### src/rtl/mem_pkg.sv
// Shared types and default geometry for the NAND-latch array controller.
package mem_pkg;

    localparam int unsigned DEF_ROWS  = 16;
    localparam int unsigned DEF_WIDTH = 8;

    typedef enum logic [1:0] {
        IDLE,
        SETUP,
        STROBE,
        RECOVER
    } state_t;

    typedef enum logic {
        PORT_A,
        PORT_B
    } port_id_t;

endpackage

### src/rtl/rr_arbiter2.sv
// Two-requester round-robin arbiter; pointer flips to the other port after every grant.
module rr_arbiter2
    import mem_pkg::*;
(
    input  logic clk,
    input  logic rst,
    input  logic req_a_i,
    input  logic req_b_i,
    input  logic advance_i,
    output logic gnt_a_o,
    output logic gnt_b_o
);

    port_id_t ptr_q;
    port_id_t ptr_d;

    always_comb begin
        gnt_a_o = 1'b0;
        gnt_b_o = 1'b0;
        if (req_a_i && req_b_i) begin
            gnt_a_o = (ptr_q == PORT_A);
            gnt_b_o = (ptr_q == PORT_B);
        end else begin
            gnt_a_o = req_a_i;
            gnt_b_o = req_b_i;
        end
    end

    always_comb begin
        ptr_d = ptr_q;
        if (advance_i) begin
            ptr_d = gnt_a_o ? PORT_B : PORT_A;
        end
    end

    always_ff @(posedge clk) begin
        if (rst) begin
            ptr_q <= PORT_A;
        end else begin
            ptr_q <= ptr_d;
        end
    end

endmodule

### src/rtl/mem_array_ctrl.sv
// Glitch-safe access sequencer for the NAND-latch bitcell array, shared by two ports.
module mem_array_ctrl
    import mem_pkg::*;
#(
    parameter int unsigned ROWS     = DEF_ROWS,
    parameter int unsigned WIDTH    = DEF_WIDTH,
    parameter int unsigned WR_PULSE = 1,
    parameter int unsigned RD_WAIT  = 1,
    localparam int unsigned ADDR_W  = (ROWS > 1) ? $clog2(ROWS) : 1
) (
    input  logic              clk,
    input  logic              rst,

    input  logic              a_req_valid,
    output logic              a_req_ready,
    input  logic              a_req_we,
    input  logic [ADDR_W-1:0] a_req_addr,
    input  logic [WIDTH-1:0]  a_req_wdata,
    output logic              a_rsp_valid,
    output logic [WIDTH-1:0]  a_rsp_rdata,
    output logic              a_rsp_err,

    input  logic              b_req_valid,
    output logic              b_req_ready,
    input  logic              b_req_we,
    input  logic [ADDR_W-1:0] b_req_addr,
    input  logic [WIDTH-1:0]  b_req_wdata,
    output logic              b_rsp_valid,
    output logic [WIDTH-1:0]  b_rsp_rdata,
    output logic              b_rsp_err,

    output logic [ROWS-1:0]   row_sel,
    output logic              mem_rw,
    output logic [WIDTH-1:0]  mem_din,
    input  logic [WIDTH-1:0]  mem_dout_n
);

    localparam int unsigned MAX_PULSE = (WR_PULSE > RD_WAIT) ? WR_PULSE : RD_WAIT;
    localparam int unsigned CNT_W     = $clog2(MAX_PULSE + 1);

    state_t              state_q,   state_d;
    port_id_t            port_q,    port_d;
    logic                we_q,      we_d;
    logic [ADDR_W-1:0]   addr_q,    addr_d;
    logic                err_q,     err_d;
    logic [CNT_W-1:0]    cnt_q,     cnt_d;
    logic [WIDTH-1:0]    rdata_q,   rdata_d;
    logic [ROWS-1:0]     row_sel_q, row_sel_d;
    logic                mem_rw_q,  mem_rw_d;
    logic [WIDTH-1:0]    mem_din_q, mem_din_d;
    logic                a_rsp_valid_q, a_rsp_valid_d;
    logic [WIDTH-1:0]    a_rsp_rdata_q, a_rsp_rdata_d;
    logic                a_rsp_err_q,   a_rsp_err_d;
    logic                b_rsp_valid_q, b_rsp_valid_d;
    logic [WIDTH-1:0]    b_rsp_rdata_q, b_rsp_rdata_d;
    logic                b_rsp_err_q,   b_rsp_err_d;

    logic                gnt_a_c;
    logic                gnt_b_c;
    logic                idle_c;
    logic                accept_c;
    logic                req_we_c;
    logic [ADDR_W-1:0]   req_addr_c;
    logic [WIDTH-1:0]    req_wdata_c;
    logic [CNT_W-1:0]    pulse_last_c;

    rr_arbiter2 u_arb (
        .clk       (clk),
        .rst       (rst),
        .req_a_i   (a_req_valid),
        .req_b_i   (b_req_valid),
        .advance_i (accept_c),
        .gnt_a_o   (gnt_a_c),
        .gnt_b_o   (gnt_b_c)
    );

    // Ready is offered only while idle and never during reset.
    assign idle_c      = (state_q == IDLE) && !rst;
    assign a_req_ready = idle_c && gnt_a_c;
    assign b_req_ready = idle_c && gnt_b_c;
    assign accept_c    = a_req_ready || b_req_ready;

    assign req_we_c    = gnt_a_c ? a_req_we    : b_req_we;
    assign req_addr_c  = gnt_a_c ? a_req_addr  : b_req_addr;
    assign req_wdata_c = gnt_a_c ? a_req_wdata : b_req_wdata;

    assign pulse_last_c = we_q ? CNT_W'(WR_PULSE - 1) : CNT_W'(RD_WAIT - 1);

    // rw/din only move at the accept and recover edges, where row_sel is already low.
    always_comb begin
        state_d       = state_q;
        port_d        = port_q;
        we_d          = we_q;
        addr_d        = addr_q;
        err_d         = err_q;
        cnt_d         = cnt_q;
        rdata_d       = rdata_q;
        row_sel_d     = row_sel_q;
        mem_rw_d      = mem_rw_q;
        mem_din_d     = mem_din_q;
        a_rsp_valid_d = 1'b0;
        a_rsp_rdata_d = a_rsp_rdata_q;
        a_rsp_err_d   = a_rsp_err_q;
        b_rsp_valid_d = 1'b0;
        b_rsp_rdata_d = b_rsp_rdata_q;
        b_rsp_err_d   = b_rsp_err_q;

        case (state_q)
            IDLE: begin
                if (accept_c) begin
                    state_d   = SETUP;
                    port_d    = gnt_a_c ? PORT_A : PORT_B;
                    we_d      = req_we_c;
                    addr_d    = req_addr_c;
                    err_d     = (32'(req_addr_c) >= ROWS);
                    rdata_d   = '0;
                    mem_rw_d  = req_we_c;
                    mem_din_d = req_we_c ? req_wdata_c : '0;
                end
            end
            SETUP: begin
                state_d   = STROBE;
                cnt_d     = '0;
                row_sel_d = err_q ? '0 : (ROWS'(1) << addr_q);
            end
            STROBE: begin
                if (cnt_q == pulse_last_c) begin
                    state_d   = RECOVER;
                    row_sel_d = '0;
                    if (!we_q && !err_q) begin
                        rdata_d = ~mem_dout_n;
                    end
                end else begin
                    cnt_d = cnt_q + CNT_W'(1);
                end
            end
            RECOVER: begin
                state_d   = IDLE;
                mem_rw_d  = 1'b0;
                mem_din_d = '0;
                if (port_q == PORT_A) begin
                    a_rsp_valid_d = 1'b1;
                    a_rsp_rdata_d = rdata_q;
                    a_rsp_err_d   = err_q;
                end else begin
                    b_rsp_valid_d = 1'b1;
                    b_rsp_rdata_d = rdata_q;
                    b_rsp_err_d   = err_q;
                end
            end
            default: begin
                state_d = IDLE;
            end
        endcase
    end

    always_ff @(posedge clk) begin
        if (rst) begin
            state_q       <= IDLE;
            port_q        <= PORT_A;
            we_q          <= 1'b0;
            addr_q        <= '0;
            err_q         <= 1'b0;
            cnt_q         <= '0;
            rdata_q       <= '0;
            row_sel_q     <= '0;
            mem_rw_q      <= 1'b0;
            mem_din_q     <= '0;
            a_rsp_valid_q <= 1'b0;
            a_rsp_rdata_q <= '0;
            a_rsp_err_q   <= 1'b0;
            b_rsp_valid_q <= 1'b0;
            b_rsp_rdata_q <= '0;
            b_rsp_err_q   <= 1'b0;
        end else begin
            state_q       <= state_d;
            port_q        <= port_d;
            we_q          <= we_d;
            addr_q        <= addr_d;
            err_q         <= err_d;
            cnt_q         <= cnt_d;
            rdata_q       <= rdata_d;
            row_sel_q     <= row_sel_d;
            mem_rw_q      <= mem_rw_d;
            mem_din_q     <= mem_din_d;
            a_rsp_valid_q <= a_rsp_valid_d;
            a_rsp_rdata_q <= a_rsp_rdata_d;
            a_rsp_err_q   <= a_rsp_err_d;
            b_rsp_valid_q <= b_rsp_valid_d;
            b_rsp_rdata_q <= b_rsp_rdata_d;
            b_rsp_err_q   <= b_rsp_err_d;
        end
    end

    assign row_sel     = row_sel_q;
    assign mem_rw      = mem_rw_q;
    assign mem_din     = mem_din_q;
    assign a_rsp_valid = a_rsp_valid_q;
    assign a_rsp_rdata = a_rsp_rdata_q;
    assign a_rsp_err   = a_rsp_err_q;
    assign b_rsp_valid = b_rsp_valid_q;
    assign b_rsp_rdata = b_rsp_rdata_q;
    assign b_rsp_err   = b_rsp_err_q;

endmodule
### config.mk
export PLATFORM = sky130hd
export DESIGN_NAME = mem_array_ctrl
export DESIGN_NICKNAME = d
export VERILOG_FILES = /design/src/rtl/mem_pkg.sv /design/src/rtl/rr_arbiter2.sv /design/src/rtl/mem_array_ctrl.sv
export SDC_FILE = /design/constraint.sdc
export NUM_CORES = 1
export LEC_CHECK = 0
export CAP_MARGIN = 40
export CORE_MARGIN = 2
export CORE_UTILIZATION = 30
export CTS_CLUSTER_DIAMETER = 80
export DETAILED_ROUTE_END_ITERATION = 10
export GPL_TIMING_DRIVEN = 0
export PLACE_DENSITY = 0.68
export SETUP_SLACK_MARGIN = 0.15
export SLEW_MARGIN = 15
export SYNTH_ARGS = -nofsm -noshare
export SYNTH_HDL_FRONTEND = slang
export SYNTH_SLANG_ARGS = --single-unit
### constraint.sdc
create_clock -name clk -period 2.8 [get_ports clk]
set_input_delay 0.56 -clock clk [delete_from_list [all_inputs] [get_ports clk]]
set_output_delay 0.56 -clock clk [all_outputs]
set_load 0.01 [all_outputs]
Yosys cells after proc, flatten, opt, wreduce, memory -nomap -nowiden
Cells that the tools add are included.
{ "totals": {"regBits": 61, "in_bits": 38, "out_inout_bits": 47, "word_cells": 70} }
{ "classes": {"n_addsub": 1, "n_eq_ne": 6, "n_shift": 1, "mux": 25, "bitwise": 4, "reduce_logical": 19} }
{ "ops": {"columns": ["op", "count"], "rows": [
  ["8-bit two-way mux", 6],
  ["16-bit one-hot mux with 2 select lines", 1],
  ["8-bit one-hot mux with 2 select lines", 2],
  ["16-bit two-way mux", 1],
  ["1-bit by 4-bit left shift with 16-bit output (first input constant)", 1],
  ["2-bit AND reduction", 6],
  ["1-bit two-way mux", 9],
  ["8-bit inverter", 1],
  ["2-bit one-hot mux with 4 select lines", 1],
  ["2-bit inequality test (second input constant)", 3],
  ["2-bit nonzero test", 3],
  ["2-bit == test (second input constant)", 2],
  ["1-bit logical AND", 4],
  ["2-bit two-way mux", 2],
  ["4-bit two-way mux", 1],
  ["1-bit one-hot mux with 2 select lines", 2],
  ["4-bit AND reduction", 1],
  ["1-bit inverter", 3],
  ["2-bit by 1-bit == test with 1-bit output (second input constant)", 1],
  ["1-bit logical NOT", 2],
  ["2-bit logical NOT", 1],
  ["2-bit OR reduction", 1],
  ["1-bit adder (second input constant)", 1],
  ["1-bit logical OR", 1]
]} }

Depth between registers and ports, before layout
{ "logic_depth": {"depth_word": 6, "depth_mapped": 7, "ltp_nobuf": 5} }

By module
From an unflattened synthesis, not the netlist that was laid out.
{ "hier_totals": {"hier_cells": 256, "hier_area_um2": 2408.6} }
{ "by_module_without_submodules": {"columns": ["module", "instances", "cells_per_inst", "area_per_inst_um2"], "rows": [
  ["mem_array_ctrl", 1, 249, 2341.0],
  ["rr_arbiter2", 1, 7, 67.6]
]} }

Least setup slack after synthesis
Ideal clock, no wire load.
{ "synth_timing": {"path_type": "flip-flop to output port", "start": "register state_q[0]", "end": "output port a_req_ready", "t_arrival_ps": 1289, "setup_slack_ps": 951, "path_stages_with_launch": 6, "path_cell_list": "dfxtp_1 -> inv_1 -> ha_1 -> buf_4 -> nand2_1 -> a211oi_1"} }
{ "synth_via": {"elab_chain_cells": 3} }
{ "synth_rtl": {"columns": ["item", "line", "rtl"], "rows": [
  ["start, declared", "mem_array_ctrl.sv:41", "state_t state_q, state_d;"],
  ["start signal, assigned", "mem_array_ctrl.sv:176", "state_q <= state_d;"],
  ["2-bit logical NOT", "mem_array_ctrl.sv:78", "assign idle_c = (state_q == IDLE) && !rst;"],
  ["1-bit logical AND", "mem_array_ctrl.sv:78", null],
  ["1-bit logical AND", "mem_array_ctrl.sv:79", "assign a_req_ready = idle_c && gnt_a_c;"],
  ["end, declared", "mem_array_ctrl.sv:15", "output logic a_req_ready,"]
]} }
No other way between the ends.

Worst setup path after layout
{ "layout_timing": {"start": "input port rst", "end": "output port b_req_ready"} }
{ "layout_via": {"elab_chain_cells": 3} }
{ "layout_rtl": {"columns": ["item", "line", "rtl"], "rows": [
  ["start, declared", "mem_array_ctrl.sv:12", "input logic rst,"],
  ["1-bit logical NOT", "mem_array_ctrl.sv:78", null],
  ["1-bit logical AND", "mem_array_ctrl.sv:78", null],
  ["1-bit logical AND", "mem_array_ctrl.sv:80", "assign b_req_ready = idle_c && gnt_b_c;"],
  ["end, declared", "mem_array_ctrl.sv:24", "output logic b_req_ready,"]
]} }
No other way between the ends.

==> run metrics <==
Synth Area in Compound Gates=0.2214; standard-cell row count=34; CP endpoint=b_req_ready; Synth-to-Final Area Change=42.41%; TritonCTS clock tree=yes; mux cell area share after synthesis=0.03660; # Post-CTS Setup Buffers=0; Fill cells=883; WS Path Type=input port to primary output; Crit path arrival time=2010 ps; xor and xnor area share after synthesis=0; share of cells above drive strength 1=0.1221; R2R Setup Slk=970 ps; wire per inst=14.49 microns; top cells by instance count after synthesis=dfxtp_1, nand2_1, a21oi_1, nor2_1, nand3b_1; Req. time, crit path=2240 ps; Ys Warns=0; outcome=finished, final reports clean; final slew viol count=0; combinational share of power=0.311; CP Cell Sequence=clkdlybuf4s50_1 -> nor2b_4 -> and3_2 -> clkdlybuf4s50_1; Clk pwr share=0.310; crit share post-route=0.9192; GRT Residual Overflow=0; Pwr Density=709.0 mW/mm^2; RSZ-0062 raised after global routing=false; simple-gate area share of the yosys netlist=0.2145; IO Pins=85; initial DRC count=152; Pre-Repair DR Iteration Count=4; Die Height=99.49 microns; most frequent CP cell=clkdlybuf4s50_1; Synth Cell Area=0.002735 sq mm; synth unique cells=39; final instance area=0.003895 sq mm; DR DRC count=0; sequential area share after synthesis=0.4392; Worst-path clk slew=60 ps; Seq pwr share=0.379; Final Hold Fails=0; hold path startpoint=b_rsp_rdata[6]; Power Internal=0.001873 W; r2r endpoint=rdata_q[5]; Multi-input gate area=0.001374 sq mm; crit path from=rst; Final setup viols=0; Post-Syn Area per Cell=9.431 sq um; # H-tree levels=3; Sw Pwr=0.0008890 W; synthesized instance count=290; synthesized flop and latch total=60; clk_lat worst skew=340 ps; switching share of power=0.3219; critical path fanouts, max=4; Worst path max stage delay=550 ps; asr flop ratio synth=0; Max-slew headroom=0.4835; Routed WL=7.142 mm; Period minus WS final=2574 ps; CP Capture Type=primary output; Initial Utilization=0.3121; max_cap viols=0; CP Launch Type=input port; routability congestion estimate from global placement=0.7315; initial antenna violation count=0; die width=99.49 microns; clock skew=4.970 ps; ANT nets after route=0; number of global-route vias before repair=2373; leak pwr=1.417 nW; cts bufs inserted=9; worst-case clock buffer depth=2; clock sinks=60; Adder-Cell Fraction of Synth Area=0.01830; Post-synth top flop=dfxtp_1; Cell Area, Placed=0.003655 sq mm; number of synthesized flops with an enable pin=0; worst r2r src=state_q[0]; # port buffers=78; Crit-path slowest cell=clkdlybuf4s50_1; Worst-Margin Slew=772.7 ps; CTS Hold Bufs=0; Post-DP HPWL=5.180 mm; reg2reg path depth=6; Core Region=0.008763 sq mm; top cell type's share of synthesized area=0.4392; most instantiated library cell after synthesis=dfxtp_1; # resized after CTS=5; overall routing resource usage=0.1471; Hold WS=454.5 ps; Layout Nets=422; Vias/cell=5.020; Max Freq=388.6 MHz; HP Class=register to register; Peak VDD IR=0.0002407 V; first-pass GRT wire length=11.66 mm; DIE AREA=0.009897 sq mm; cell taking the most area after synthesis=dfxtp_1; Via Count=2475; Sequential Area=0.001201 sq mm; # diodes=0; largest net degree at the start of global routing=11; clk root buf=clkbuf_8; combinational family with the most area after synthesis=compound AO/OA/AOI/OAI gates; Area contributors post-synth=dfxtp_1, nand2_1, nand3b_1
-- how the worst min path moves through the flow --
stage / end / depth (start not counted)
global placement: b_rsp_rdata[0] / 2
global route: b_rsp_rdata[1] / 2
floorplan: a_rsp_rdata[0] / 2
finish: b_rsp_rdata[6] / 2
detailed placement: b_rsp_rdata[1] / 2
CTS: b_rsp_rdata[1] / 2
-- metrics by stage --
step / cells / utilization / TNS, ps / power (W) / setup WS (ps)
after CTS: 493 / 0.4436 / 0 / 0.002770 / 159.4
after detailed placement: 477 / 0.4170 / -230.5 / 0.001901 / -230.5
after floorplan: 291 / - / 0 / 0.001597 / 951.0
final: 493 / 0.4445 / 0 / 0.002762 / 226.4
after global routing: 493 / 0.4445 / 0 / 0.002922 / 151.2
after global placement: 477 / 0.4170 / -152.8 / 0.001879 / -152.8
-- flip-flops by register name, indices dropped and copies added, names as in the netlist, 2 cells and up --
signal / flops
state_q: 2
b_rsp_rdata: 8
row_sel: 16
mem_din: 8
a_rsp_rdata: 8
addr_q: 4
rdata_q: 8
-- kinds of logic (layout without fill, tap and decap cells) --
family,Yosys count,after routing
flops,60,60
mux,10,10
compound gates,73,73
other cells,1,2
simple gates,106,106
buf+inv,36,130
fa+ha+maj,4,4
-- critical path: cells and delay by family --
kind	cells	cell delay, ps
buffers and inverters	2	1030
AND/OR/NAND/NOR	2	430
-- cells in the final DEF (no fill, tap or decap), drive strengths merged, types with 3 or more instances in the layout --
cell            n
dfxtp          60
a22oi          12
buf            14
a21oi          21
a32oi          13
ha              4
nand3           8
nor2           20
nand3b         17
a221o           3
clkdlybuf4s50  77
clkbuf         23
inv            11
nand2b          4
a311oi          3
mux2i          10
nor3b           3
nand2          36
o221ai          8
nor2b           4
and3b           3
a22o            8
-- layout make-up --
cell class | instances | area share
Buffer | 25 | 0.03758
Sequential cell | 60 | 0.3084
Timing Repair Buffer | 78 | 0.2001
Clock inverter | 4 | 0.01863
Tap cell | 108 | 0.03469
Clock buffer | 12 | 0.03726
Multi-Input combinational cell | 195 | 0.3527
Inverter | 11 | 0.01060
-- layer usage --
| metal | track usage | share of wire | vias up |
|---|---|---|---|
| li1 | - | - | 1239 |
| met1 | 0.1912 | 0.47 | 1164 |
| met2 | 0.2277 | 0.46 | 62 |
| met3 | 0.04076 | 0.054 | 10 |
| met4 | 0.06639 | 0.018 | 0 |
| met5 | 0 | 0 | - |
-- power by group through the flow --
stage	combinational [W]	sequential, W	clock [W]
2_1_floorplan	0.000542	0.00106	0
6_report	0.000859	0.00105	0.000856
5_1_grt	0.000947	0.00106	0.000916
4_1_cts	0.000853	0.00104	0.000873
3_3_place_gp	0.000824	0.00106	0
3_5_place_dp	0.000842	0.00106	0
Power figures use the tool's default switching activity.
